===== src/rtl/rbcp_bus_splitter.sv =====
// rbcp_bus_splitter: fans one SiTCP RBCP port out to NUM_SLV byte-wide slave
// channels. Each channel owns one 2^WIN_BITS-byte address window.
//
// Each RBCP access is latched and presented to the selected slave as a
// one-cycle strobe. The splitter then waits for that slave's ack and returns
// it, together with the slave's read data, to RBCP.
//
// A per-access timeout forces a response when the slave never acks. Accesses
// to unmapped windows are answered immediately. Both events bump a saturating
// error counter, TO_CNT.
//
// Optional feature, macro RBCP_SPLIT_STATUS_EN: window index NUM_SLV becomes
// an internal status slave. Offset 0 returns TO_CNT[15:8], and a write there
// clears TO_CNT. Offset 1 returns TO_CNT[7:0]. Offset 2 returns the index of
// the last timed-out slave.

module rbcp_bus_splitter #(
   parameter int          NUM_SLV  = 4,
   parameter int          WIN_BITS = 16,
   parameter int          TIMEOUT  = 255,
   parameter logic [7:0]  TO_DATA  = 8'hEE
) (
   input  logic                  CLK,
   input  logic                  RST,
   input  logic                  RBCP_ACT,
   input  logic [31:0]           RBCP_ADDR,
   input  logic                  RBCP_WE,
   input  logic [7:0]            RBCP_WD,
   input  logic                  RBCP_RE,
   output logic [7:0]            RBCP_RD,
   output logic                  RBCP_ACK,
   output logic [WIN_BITS-1:0]   S_ADDR,
   output logic [7:0]            S_WD,
   output logic [NUM_SLV-1:0]    S_WE,
   output logic [NUM_SLV-1:0]    S_RE,
   input  logic [NUM_SLV*8-1:0]  S_RD,
   input  logic [NUM_SLV-1:0]    S_ACK,
   output logic [15:0]           TO_CNT,
   output logic                  BUSY
);

   localparam int SEL_W = (NUM_SLV > 1) ? $clog2(NUM_SLV) : 1;

   typedef enum logic [1:0] {IDLE, ISSUE, WAIT, RESP} state_t;

   state_t            state;
   logic [SEL_W-1:0]  sel;        // latched slave index of the current access
   logic              is_wr;      // latched direction: 1 = write
   logic [15:0]       wait_cnt;   // cycles since the strobe was issued

   logic [31:0]       idx_full;
   logic              strobe;
   logic              mapped;
   logic [NUM_SLV-1:0] onehot;
   logic [SEL_W-1:0]  idx_sel;
   logic              sel_ack;
   logic [7:0]        sel_rd;

   assign idx_full = RBCP_ADDR >> WIN_BITS;
   assign strobe   = RBCP_WE | RBCP_RE;
   assign mapped   = idx_full < 32'(NUM_SLV);
   assign BUSY     = (state != IDLE);

   // Decode the live RBCP address into a one-hot strobe mask and a binary index.
   always_comb begin
      // NOTE: every always_comb output gets a default first so no path leaves it unassigned (no latch).
      onehot  = '0;
      idx_sel = '0;
      for (int i = 0; i < NUM_SLV; i++) begin
         if (idx_full == 32'(i)) begin
            onehot[i] = 1'b1;
            idx_sel   = SEL_W'(i);
         end
      end
   end

   // Select ack and read data of the latched slave; foreign acks never reach the FSM.
   always_comb begin
      sel_ack = 1'b0;
      sel_rd  = 8'h00;
      for (int i = 0; i < NUM_SLV; i++) begin
         if (sel == SEL_W'(i)) begin
            sel_ack = S_ACK[i];
            sel_rd  = S_RD[8*i +: 8];
         end
      end
   end

`ifdef RBCP_SPLIT_STATUS_EN
   logic       is_status;
   logic [7:0] status_rd;
   logic [7:0] last_to;     // index of the last slave that timed out, FF = none

   assign is_status = (idx_full == 32'(NUM_SLV));

   // Status slave read mux, addressed by the live window offset.
   always_comb begin
      status_rd = 8'h00;
      if (RBCP_ADDR[WIN_BITS-1:0] == WIN_BITS'(0))
         status_rd = TO_CNT[15:8];
      else if (RBCP_ADDR[WIN_BITS-1:0] == WIN_BITS'(1))
         status_rd = TO_CNT[7:0];
      else if (RBCP_ADDR[WIN_BITS-1:0] == WIN_BITS'(2))
         status_rd = last_to;
   end
`endif

   // Access FSM with registered strobes, ack, read data and error counter.
   always_ff @(posedge CLK) begin
      if (RST) begin
         state    <= IDLE;
         sel      <= '0;
         is_wr    <= 1'b0;
         wait_cnt <= '0;
         RBCP_RD  <= 8'h00;
         RBCP_ACK <= 1'b0;
         S_ADDR   <= '0;
         S_WD     <= 8'h00;
         S_WE     <= '0;
         S_RE     <= '0;
         TO_CNT   <= 16'h0000;
`ifdef RBCP_SPLIT_STATUS_EN
         last_to  <= 8'hFF;
`endif
      end else begin
         // NOTE: sequential state uses non-blocking assignments only; these one-cycle pulses default low and are overridden below.
         RBCP_ACK <= 1'b0;
         RBCP_RD  <= 8'h00;
         S_WE     <= '0;
         S_RE     <= '0;
         case (state)
            IDLE: begin
               if (strobe) begin
                  S_ADDR   <= RBCP_ADDR[WIN_BITS-1:0];
                  S_WD     <= RBCP_WD;
                  is_wr    <= RBCP_WE;
                  sel      <= idx_sel;
                  wait_cnt <= '0;
`ifdef RBCP_SPLIT_STATUS_EN
                  if (is_status) begin
                     state    <= RESP;
                     RBCP_ACK <= 1'b1;
                     if (RBCP_WE) begin
                        if (RBCP_ADDR[WIN_BITS-1:0] == WIN_BITS'(0))
                           TO_CNT <= 16'h0000;
                     end else begin
                        RBCP_RD <= status_rd;
                     end
                  end else
`endif
                  if (mapped) begin
                     state <= ISSUE;
                     if (RBCP_WE)
                        S_WE <= onehot;
                     else
                        S_RE <= onehot;
                  end else begin
                     state    <= RESP;
                     RBCP_ACK <= 1'b1;
                     RBCP_RD  <= RBCP_WE ? 8'h00 : TO_DATA;
                     if (TO_CNT != 16'hFFFF)
                        TO_CNT <= TO_CNT + 16'd1;
                  end
               end
            end
            ISSUE, WAIT: begin
               if (!RBCP_ACT) begin
                  state <= IDLE;
               end else if (sel_ack) begin
                  state    <= RESP;
                  RBCP_ACK <= 1'b1;
                  RBCP_RD  <= is_wr ? 8'h00 : sel_rd;
               end else if (wait_cnt == 16'(TIMEOUT)) begin
                  state    <= RESP;
                  RBCP_ACK <= 1'b1;
                  RBCP_RD  <= is_wr ? 8'h00 : TO_DATA;
                  if (TO_CNT != 16'hFFFF)
                     TO_CNT <= TO_CNT + 16'd1;
`ifdef RBCP_SPLIT_STATUS_EN
                  last_to <= 8'(sel);
`endif
               end else begin
                  state    <= WAIT;
                  wait_cnt <= wait_cnt + 16'd1;
               end
            end
            RESP: begin
               state <= IDLE;
            end
            default: state <= IDLE;
         endcase
      end
   end

endmodule


===== config.mk =====
export PLATFORM = sky130hd
export DESIGN_NAME = rbcp_bus_splitter
export DESIGN_NICKNAME = d
export VERILOG_FILES = /design/src/rtl/rbcp_bus_splitter.sv
export SDC_FILE = /design/constraint.sdc
export NUM_CORES = 1
export LEC_CHECK = 0
export ABC_AREA = 1
export BUFFER_PORTS_ARGS = -buffer_cell sky130_fd_sc_hd__buf_2
export CAP_MARGIN = 20
export CORE_AREA = 2 2 90 92
export CTS_BUF_LIST = sky130_fd_sc_hd__clkbuf_4 sky130_fd_sc_hd__clkbuf_8 sky130_fd_sc_hd__clkbuf_16
export CTS_CLUSTER_SIZE = 12
export DETAILED_ROUTE_END_ITERATION = 12
export DIE_AREA = 0 0 92 94
export PLACE_DENSITY = 0.86
export SYNTH_ARGS = -nofsm -noshare
export SYNTH_HDL_FRONTEND = slang
export SYNTH_SLANG_ARGS = --single-unit

===== constraint.sdc =====
create_clock -name CLK -period 4.7 [get_ports CLK]
set_clock_uncertainty 0.05 [all_clocks]
set_input_delay 0.235 -clock CLK [delete_from_list [all_inputs] [get_ports CLK]]
set_output_delay 0.235 -clock CLK [all_outputs]
set_load 0.05 [all_outputs]

Word-level counts from Yosys, hierarchy flattened --
Index checks and enable logic that the tools add are counted.
Storage, ports and cells: output and inout bits 58, register bits 78, input bits 81
Cells by class: add/sub/neg operators 2, magnitude comparators 1, bitwise logic cells 5, mux-type cells 48, reduce and logical (&&, ||, !) cells 11, equality and inequality tests 17
Operators by type and width (number):
- $mux 16 | 10
- $mux 8 | 12
- $pmux 16 s2 | 2
- $add 16x1->16 const B | 2
- $eq 16x2->1 const B | 2
- $logic_not 32->1 | 1
- $eq 16x1->1 const B | 1
- $eq 16x8->1 const B | 1
- $lt 16x3->1 const B | 1
- $mux 1 | 16
- $ne 16x16->1 const B | 1
- $pmux 8 s2 | 1
- $ne 2x2->1 const B | 6
- $mux 2 | 5
- $reduce_or 5->1 | 2
- $eq 2x2->1 const B | 4
- $pmux 2 s3 | 1
- $reduce_and 6->1 | 1
- $reduce_and 5->1 | 1
- $eq 2x1->1 const B | 2
- $logic_not 2->1 | 2
- $not 1->1 | 4
- $reduce_bool 2->1 | 2
- $pmux 1 s2 | 1
- other kinds (3) | 3

Depth between registers and ports, before layout --
Gate-level depths: netlist (run 1).
depth in word-level cells 9, depth in mapped cells 13

Worst setup path after synthesis (run 1) --
No wires, ideal clock.
path type reg2reg, start point reg TO_CNT[0], end point reg TO_CNT[11], buffers on the path 1, stages on the path, launching flop included 11, data arrival time 1955 ps, path slack 2625 ps, cells stage by stage dfxtp_1 -> ha_1 -> nand2_1 -> nor2_1 -> nand3_1 -> nor2_2 -> a21oi_4 -> nand2_4 -> buf_4 -> nand2_1 -> a21oi_1
Between the ends: cells in the longest elaborated chain, start to end 6, elaborated cells between the ends (all ways) 9
Ends and longest elaborated chain:
- start, declared | line 38 | output logic [15:0] TO_CNT,
- start signal, assigned | line 162 | TO_CNT <= TO_CNT + 16'd1;
- start signal, assigned | line 178 | TO_CNT <= TO_CNT + 16'd1;
- $add 16x1->16 / $ne 16x16->1 (equally long branches)
- $mux 16 * | line 161, 177
- $mux 16 | line 173 | end else if (wait_cnt == 16'(TIMEOUT)) begin
- $mux 16 | line 169 | end else if (sel_ack) begin
- $mux 16 | line 167 | if (!RBCP_ACT) begin
- $pmux 16 s2 * | line 131 | case (state)
Mark *: on every way between the ends. The rest lies on a longest branch, timed or not. The select of a mux whose other input is x is not followed. A chain may end at the register's enable or synchronous reset.

Final worst setup path (run 1) --
start point reg state[1], end point reg wait_cnt[1]
Between the ends: cells in the longest elaborated chain, start to end 4, elaborated cells between the ends (all ways) 11
Ends and longest elaborated chain:
- start, declared | line 46 | state_t state;
- start signal, assigned | line 111 | state <= IDLE;
- start signal, assigned | line 152 | state <= ISSUE;
- start signal, assigned | line 158 | state <= RESP;
- $eq 2x1->1 / $eq 2x2->1 (equally long branches) | line 131
- $reduce_or 2->1 | line 131
- $ne 2x2->1 (no line) / $reduce_bool 2->1 (equally long branches)
- $reduce_and 5->1 (no line)
- end signal, assigned | line 184 | wait_cnt <= wait_cnt + 16'd1;
- end, declared | line 49 | logic [15:0] wait_cnt;
Several ways; a longest one is shown, not always the timed one.

==> results of run 1 <==
-- worst max path at each step --
stage              start            to  slack, ns  cells past startpoint
6_report        state[1]   wait_cnt[1]       2.29                      9
4_1_cts         state[1]   wait_cnt[1]       2.32                      9
3_5_place_dp    state[1]   wait_cnt[1]       2.34                      9
3_3_place_gp    state[1]   wait_cnt[1]       2.47                      9
5_1_grt         state[1]  wait_cnt[12]       2.02                      8
2_1_floorplan  TO_CNT[0]    TO_CNT[11]       2.62                     10
-- area by class of cell --
cell class,instances,share of cell area
Clock buffer,12,0.0324
Clock inverter,4,0.00612
Inverter,42,0.0322
Multi-Input combinational cell,456,0.442
Sequential cell,78,0.318
Tap cell,102,0.0260
Timing Repair Buffer,139,0.142
-- power breakdown --
part	internal [uW]	total, uW	switching [uW]
clock network	229	475	247
logic	190	764	575
registers	734	786	51.4
total	1150	2030	873
-- metal layers --
layer | global-route usage | vias to the layer above
met1 | 0.296 | 1935
met3 | 0.0449 | 22
met5 | 0 | -
met2 | 0.425 | 190
li1 | - | 2179
met4 | 0.111 | 0
-- synthesized netlist by cell type --
master	instances
nand3_2	2
nor2_2	1
buf_6	3
nand4_1	6
a31oi_1	1
and2_1	1
inv_2	4
nand2_4	3
ha_1	4
or2_2	1
dfxtp_1	78
nor3_2	1
a21oi_1	34
xor2_1	12
nand2_2	5
o21ai_0	54
buf_2	1
clkinv_1	1
nand3b_1	4
nor2_4	2
nand3_1	41
clkbuf_1	14
xnor2_1	7
a311oi_1	1
nor2_1	122
a211oi_1	2
buf_4	4
nor3b_1	1
nand2_1	139
a21oi_4	1
o21ai_1	2
nor3_1	8
inv_1	37
nor2_8	1
-- through the flow --
step                      std cells  hold WS [ns]
after detailed placement        817         0.413
after floorplan                 598         0.264
final                           833        0.0498
after CTS                       833        0.0374
after global placement          817         0.406
after global routing            833        0.0384
-- kinds of logic after synthesis --
group | after synthesis
xor+xnor | 19
fa+ha+maj | 4
buf+inv | 64
compound gates | 95
simple gates | 338
flops | 78
-- worst register-to-register path: stages, from the launching register on --
cell,delay [ns]
dfxtp_1,0.36
inv_1,0.06
ha_1,0.50
nand2_1,0.11
inv_1,0.11
o21ai_1,0.11
a21oi_1,0.75
nand2_1,0.11
nand2_1,0.09
nor2_1,0.04
-- state kept, by name, summed over array words and instances, names as in the netlist --
register	cells
sel	2
RBCP_ACK	1
S_WE	4
is_wr	1
S_WD	8
S_RE	4
TO_CNT	16
S_ADDR	16
wait_cnt	16
state	2
RBCP_RD	8
==> results.ini, run 1 <==
[clocking]
cts.sinks = 78
clk_latency_ns = 0.35
root_buffer = clkbuf_8
cts_tree = built
cts_made_buffers = 9
cts_hold_buf = 0
cts_setup_buffers = 0
clockBufferDepth = 2
cts.clk_slew.worst_paths_ns = 0.09
cts_resized = 0
h-tree-depth = 3

[die]
die_y_um = 94
dieWidth_um = 92
core-area_sq_mm = 0.00761
start_util = 0.527
rows = 32
io_pins = 139
die_area_sq_mm = 0.00865

[synth]
synth_mux_area_frac = 0
synth_compound_area_frac = 0.124
yosysWarningCount = 0
syn-num-nets = 683
syn_inst = 598
netlist.top_cell.by_area = dfxtp_1
syn_avg_cell_area_sq_um = 6.71
synth-xor-area-share = 0.0415
synth_top_cell_area_share = 0.389
synth_adder_area_share = 0.0125
yosysUniqueCellTypes = 34
synth_top_family_by_area = simple AND/OR/NAND/NOR gates
yosys.area_share.simple = 0.363
ys_ff_latch = 78
synthTopCellsByArea = dfxtp_1 39%, nand2_1 13%, nor2_1 11%
synth_area_sq_mm = 0.00401
ys_seq_area_frac = 0.389

[final_layout]
mostFrequentLayoutCells = 139 x nand2_1, 138 x buf_2, 122 x nor2_1
fillers = 694
final_layout_size_suffix_gt1_frac = 0.241
multi_input_area_sq_mm = 0.00217
fin_util = 0.645
stdcell_area_sq_mm = 0.00490
fin_nets = 811
regArea_sq_mm = 0.00156
antennaDiodeCount = 0
final_common_cell = nand2_1
area_delta_synth_final_pct = 22.3

[drt]
drtPass1Iterations = 5
drc = 0
wl_per_cell_um = 12.3
drt-initial-drc-count = 217
finalWirelength_mm = 10.2
drt-met1-wl_mm = 4.34
route.met2.wl_mm = 4.89
vias_per_cell = 5.19
wl_met3_um = 770
ant_nets = 0
vias = 4326
highest_layer = met4

[timing]
fin_ws_ns = 2.29
rsz0062_at_grt = no
finalCritPeriodShare = 0.514
hold_viol = 0
final_max_slew_viol_count = 0
max_slew_margin = 0.359
worst_pin_slew_ns = 0.961
setup_viol = 0
max_freq_mhz = 414
fin_crit_ns = 2.41
final.setup.tns_ns = 0

[worst_setup_path]
rr_endpoint = wait_cnt[1]
r2r_start = state[1]
worstSetupEndpointType = flop
cp_top_family = compound AO/OA/AOI/OAI gates
worstSetupPathType = flop to flop
path_cells = inv_1, ha_1, nand2_1, inv_1, o21ai_1, a21oi_1, nand2_1, nand2_1, nor2_1
path_common_cell = nand2_1
rrSetupSlack_ns = 2.29
required_ns = 4.86
worstPathArrival_ns = 2.58
crit_path_top_delay_cell = a21oi_1
crit_fanout = 12
critPathBufInv = 2
crit_path_start_kind = flop
cp_slowest_stage_delay_ns = 0.75
ff2ff_path_depth = 9

[power]
p_leak_uw = 0.00226
power_uw = 2030
power.density_mw_per_mm2 = 413
irDropWorstVdd_v = 0.000298

[global_routing]
grt_max_degree = 34
grt_usage = 0.245
overflow = 0
grt_pass1_wl_mm = 17.3
first_global_vias = 4023
antenna_found_initial = 0

[worst_hold_path]
hold_path.class = input pin to flop
hold-path-endpoint = S_ADDR[9]
hold_depth = 3
min_from = RBCP_ADDR[9]

[place]
gp_congestion = 0.954
port_buffers = 138
place_ws_ns = 2.34
hpwl_mm = 7.49
dpl_cell_area_sq_mm = 0.00471

[run_status]
status = complete, no violations

[job]
cap_violations = 0

Power figures use the tool's default switching activity.
==> run 2, diff against run 1 <==
ABC_AREA = 0   (was 1)
PLACE_DENSITY = 0.81   (was 0.86)
clock period = 2.4 ns   (was 4.7 ns; I/O delays follow)
==> results.ini, run 2 <==
[power]
power_uw = 3540  ; was 2030 uW
p_leak_uw = 0.00220  ; was 0.00226 uW
power.density_mw_per_mm2 = 705  ; was 413 mW/mm^2
irDropWorstVdd_v = 0.000551  ; was 0.000298 V

[synth]
syn_inst = 428  ; was 598
ys_seq_area_frac = 0.429  ; was 0.389
yosysUniqueCellTypes = 47  ; was 34
syn-num-nets = 513  ; was 683
netlist.top_cell.by_area = dfxtp_1  ; unchanged
ys.flop_type = dfxtp_1  ; unchanged
synth-edff-count = 0  ; unchanged
ys_ff_latch = 78  ; unchanged
synth_top_cell_area_share = 0.429  ; was 0.389
syn_avg_cell_area_sq_um = 8.50  ; was 6.71 sq um
yosysMostFrequentCell = dfxtp_1  ; was nand2_1
yosysWarningCount = 0  ; unchanged
synth_common_cells = 78 x dfxtp_1, 74 x nand2_1, 44 x a21oi_1, 34 x nor2_1, 21 x clkbuf_1  ; was 139 x nand2_1, 122 x nor2_1, 78 x dfxtp_1, 54 x o21ai_0, 41 x nand3_1
async_reset_ff_frac = 0  ; unchanged
synthTopCellsByArea = dfxtp_1 43%, nand2_1 7.6%, a21oi_1 6.1%  ; was dfxtp_1 39%, nand2_1 13%, nor2_1 11%
synth_area_sq_mm = 0.00364  ; was 0.00401 sq mm

[die]
start_util = 0.478  ; was 0.527
dieWidth_um = 92  ; unchanged
die_y_um = 94  ; unchanged
io_pins = 139  ; unchanged
rows = 32  ; unchanged
core-area_sq_mm = 0.00761  ; unchanged
die_area_sq_mm = 0.00865  ; unchanged

[clocking]
h-tree-depth = 3  ; unchanged
cts.clk_slew.worst_paths_ns = 0.09  ; about the same
clk_latency_ns = 0.35  ; about the same
clockBufferDepth = 2  ; unchanged
root_buffer = clkbuf_8  ; unchanged
cts.sinks = 78  ; unchanged
cts_tree = built  ; unchanged
cts_made_buffers = 9  ; unchanged

[timing]
fin_crit_ns = 2.37  ; was 2.41 ns
fin_ws_ns = 0.0287  ; was 2.29 ns
hold_viol = 0  ; unchanged
final_max_slew_viol_count = 0  ; unchanged
finalCritPeriodShare = 0.988  ; was 0.514
whs_ns = 0.0249  ; was 0.0498 ns
worst_pin_slew_ns = 0.522  ; was 0.961 ns
max_freq_mhz = 422  ; was 414 MHz
max_slew_margin = 0.652  ; was 0.359
setup_viol = 0  ; unchanged

[drt]
wl_per_cell_um = 15.2  ; was 12.3 um
ant_nets = 0  ; unchanged
vias = 3837  ; was 4326
drtPass1Iterations = 4  ; was 5
vias_per_cell = 5.46  ; was 5.19
drc = 0  ; unchanged
drt-initial-drc-count = 177  ; was 217
finalWirelength_mm = 10.7  ; was 10.2 mm

[place]
port_buffers = 138  ; unchanged
gp_congestion = 0.882  ; was 0.954
place_ws_ns = -0.0293  ; was 2.34 ns
hpwl_mm = 7.23  ; was 7.49 mm
place_inst = 661  ; was 817

[final_layout]
fillers = 611  ; was 694
final_common_cell = buf_2  ; was nand2_1
fin_util = 0.661  ; was 0.645
reg.largest.list = S_ADDR: 16 flops, TO_CNT: 16 flops, wait_cnt: 16 flops  ; unchanged
antennaDiodeCount = 0  ; unchanged
final_layout_size_suffix_gt1_frac = 0.356  ; was 0.241
fin_nets = 681  ; was 811
area_delta_synth_final_pct = 38.3  ; was 22.3%
stdcell_count = 703  ; was 833
mostFrequentLayoutCells = 138 x buf_2, 77 x dfxtp_1, 74 x nand2_1  ; was 139 x nand2_1, 138 x buf_2, 122 x nor2_1

[worst_setup_path]
crit_fanout = 4  ; was 12
worstPathArrival_ns = 2.61  ; was 2.58 ns
required_ns = 2.64  ; was 4.86 ns
crit_path_start_kind = flop  ; unchanged
worstSetupEndpointType = flop  ; unchanged
worstSetupPathType = flop to flop  ; unchanged

[job]
cap_violations = 0  ; unchanged

[global_routing]
overflow = 0  ; unchanged
grt_usage = 0.242  ; was 0.245
antenna_found_initial = 0  ; unchanged
grt_max_degree = 53  ; was 34
grt_pass1_wl_mm = 16.9  ; was 17.3 mm
first_global_vias = 3592  ; was 4023

[run_status]
status = complete, no violations  ; unchanged

[worst_hold_path]
hold_path.class = input pin to flop  ; unchanged

[run 2: routing by layer]
layer	routed length, um	track usage	up-vias
met4	260	0.104	0
met5	0	0	-
li1	-	-	1880
met3	728	0.0610	25
met2	5330	0.397	137
met1	4400	0.302	1795
[run 2: critical path, cell delays in order (launching register included)]
cell and delay [ns]:
dfxtp_1 0.35, inv_1 0.09, ha_4 0.25, mux2i_2 0.16, or2_4 0.28, or4_4 0.54, or4_4 0.43, a21oi_2 0.16
[run 2: repair_timing]
item | in CTS | in global routing
endpoints found under the hold margin | 28 | 0
pin swaps | 0 | 2
resized for setup | 1 | 16
setup endpoints to repair | 5 | 14
setup buffers | 0 | 1
cloned | 0 | 0
hold buffers | 25 | 0
[run 2: power breakdown]
group / internal (uW) / switching, uW / total, uW
logic: 385 / 772 / 1160
clock network: 397 / 548 / 946
registers: 1390 / 55.2 / 1440
[run 2: final cells by class]
type	instances	area (sq um)	area share
multi-input cells	314	2000	0.398
flip-flops and latches	78	1560	0.311
repair buffers	185	1120	0.223
well taps	102	128	0.0254
clock buffers	9	124	0.0246
clock inverters	7	61.3	0.0122
inverters	8	30.0	0.00597
[run 2: path summary, 6_finish.rpt]
path / startpoint / slack [ns] / cells after the start / to
min: RBCP_WE / 0.02 / 2 / S_RE[2]
max: state[0] / 0.03 / 7 / TO_CNT[10]
min reg2reg: S_ADDR[7] / 0.41 / 2 / S_ADDR[7]
max reg2reg: state[0] / 0.03 / 7 / TO_CNT[10]
[run 2: logic make-up (layout without fill, tap and decap cells)]
kind of cell               after synthesis  after routing  share of synthesized area
AOI/OAI and AO/OA                       85             85                      0.144
xor gates and xnor gates                 2              2                    0.00482
adders and majority gates                4              4                     0.0138
buffers and inverters                   36            209                     0.0423
DFF                                     78             78                      0.429
muxes                                   21             21                     0.0929
and+or+nand+nor                        202            202                      0.273
[run 2: metrics by stage]
stage / cell area (sq um) / TNS (ns)
floorplan: 3640 / 0
global placement: 4500 / 0
detailed placement: 4500 / -0.0431
CTS: 4940 / 0
global route: 5030 / -0.0421
finish: 5030 / 0
==> run 3, diff against run 2 <==
PLACE_DENSITY = default   (was 0.81)
PLACE_DENSITY_LB_ADDON = 0.25   (was default)
SETUP_SLACK_MARGIN = 0.2   (was default)
==> results.ini, run 3 (synthesized netlist as in run 2, its figures left out) <==
[final_layout]
fin_nets = 691  ; was 681
final_common_cell = buf_2  ; unchanged
stdcell_area_sq_mm = 0.00520  ; was 0.00503 sq mm
final_layout_size_suffix_gt1_frac = 0.398  ; was 0.356
reg.largest.list = S_ADDR: 16 flops, TO_CNT: 16 flops, wait_cnt: 16 flops  ; unchanged
mostFrequentLayoutCells = 138 x buf_2, 73 x nand2_1, 64 x dfxtp_1  ; was 138 x buf_2, 77 x dfxtp_1, 74 x nand2_1
area_delta_synth_final_pct = 43.0  ; was 38.3%
stdcell_count = 713  ; was 703
antennaDiodeCount = 0  ; unchanged

[worst_hold_path]
hold_path.class = input pin to flop  ; unchanged

[die]
die_area_sq_mm = 0.00865  ; unchanged
rows = 32  ; unchanged
io_pins = 139  ; unchanged
dieWidth_um = 92  ; unchanged
die_y_um = 94  ; unchanged
core-area_sq_mm = 0.00761  ; unchanged
start_util = 0.478  ; unchanged

[drt]
ant_nets = 0  ; unchanged
vias_per_cell = 5.41  ; was 5.46
wl_per_cell_um = 15.4  ; was 15.2 um
finalWirelength_mm = 11.0  ; was 10.7 mm
vias = 3860  ; was 3837
drtPass1Iterations = 6  ; was 4
drt-initial-drc-count = 221  ; was 177
drc = 0  ; unchanged

[clocking]
cts_made_buffers = 9  ; unchanged
cts.clk_slew.worst_paths_ns = 0.09  ; about the same
cts.sinks = 78  ; unchanged
h-tree-depth = 3  ; unchanged
root_buffer = clkbuf_8  ; unchanged
clk_latency_ns = 0.36  ; was 0.35 ns
cts_tree = built  ; unchanged
clockBufferDepth = 2  ; unchanged

[timing]
max_freq_mhz = 438  ; was 422 MHz
worst_pin_slew_ns = 0.556  ; was 0.522 ns
fin_ws_ns = 0.115  ; was 0.0287 ns
fin_crit_ns = 2.29  ; was 2.37 ns
setup_viol = 0  ; unchanged
rsz0062_at_grt = yes
hold_viol = 0  ; unchanged
finalCritPeriodShare = 0.952  ; was 0.988
max_slew_margin = 0.629  ; was 0.652
final.setup.tns_ns = 0  ; unchanged
final_max_slew_viol_count = 0  ; unchanged

[global_routing]
antenna_found_initial = 0  ; unchanged
first_global_vias = 3591  ; was 3592
grt_usage = 0.243  ; was 0.242
grt_pass1_wl_mm = 16.8  ; was 16.9 mm
overflow = 0  ; unchanged
grt_max_degree = 34  ; was 53

[power]
power_uw = 3630  ; was 3540 uW
power.density_mw_per_mm2 = 698  ; was 705 mW/mm^2
p_leak_uw = 0.00225  ; was 0.00220 uW
irDropWorstVdd_v = 0.000403  ; was 0.000551 V

[worst_setup_path]
worstSetupPathType = flop to flop  ; unchanged
worstSetupEndpointType = flop  ; unchanged
crit_path_start_kind = flop  ; unchanged
crit_fanout = 5  ; was 4
worstPathArrival_ns = 2.52  ; was 2.61 ns
required_ns = 2.64  ; about the same

[place]
place_ws_ns = 0.0689  ; was -0.0293 ns
hpwl_mm = 7.33  ; was 7.23 mm
port_buffers = 138  ; unchanged
gp_congestion = 0.837  ; was 0.882
place_inst = 661  ; unchanged
dpl_cell_area_sq_mm = 0.00454  ; was 0.00450 sq mm

[job]
cap_violations = 0  ; unchanged

[run_status]
status = complete, no violations  ; unchanged

## run 3: critical path, stage by stage (launching register included)
cell and delay [ns]:
dfxtp_2 0.36, mux4_2 0.56, buf_4 0.17, o31a_4 0.37, buf_4 0.16, or4_1 0.40, a21oi_1 0.15
## run 3: layout make-up
type | count | area [sq um]
clock inverters | 7 | 70.1
repair buffers | 193 | 1180
well taps | 102 | 128
fillers | 605 | 2410
flip-flops and latches | 78 | 1580
multi-input cells | 316 | 2090
clock buffers | 9 | 124
inverters | 8 | 30.0
## run 3: final timing paths
path | startpoint | to | slack, ns | cells past startpoint
hold / removal | RBCP_ADDR[17] | S_RE[3] | 0.04 | 3
setup / recovery | sel[0] | TO_CNT[0] | 0.11 | 6
hold reg to reg | S_ADDR[0] | S_ADDR[0] | 0.41 | 2
setup reg to reg | sel[0] | TO_CNT[0] | 0.11 | 6
## run 3: metal layers
metal | track usage | vias to the layer above | wire length, um
met3 | 0.0795 | 12 | 731
li1 | - | 1901 | -
met2 | 0.423 | 126 | 5610
met1 | 0.287 | 1821 | 4550
met4 | 0.0672 | 0 | 102
met5 | 0 | - | 0
## run 3: repair_timing
action / 4_1_cts / 5_1_grt
hold buffers: 25 / 1
gates resized for setup: 5 / 20
endpoints found under the setup margin: 17 / 27
cloned: 0 / 2
pin swaps: 2 / 2
buffers inserted: 3 / 5
hold endpoints to repair: 29 / 1
## run 3: per-stage QoR
stage / hold WS, ns / util
3_3_place_gp: 0.310 / 0.597
3_5_place_dp: 0.316 / 0.597
4_1_cts: 0.00182 / 0.661
2_1_floorplan: 0.149 / -
5_1_grt: 0.0330 / 0.684
6_report: 0.0416 / 0.684
## run 3: power breakdown
group | switching [uW] | total, uW | internal (uW) | leakage [uW]
Clock | 568 | 979 | 412 | 0.0000981
Sequential | 50.9 | 1440 | 1390 | 0.000641
Combinational | 813 | 1210 | 399 | 0.00151
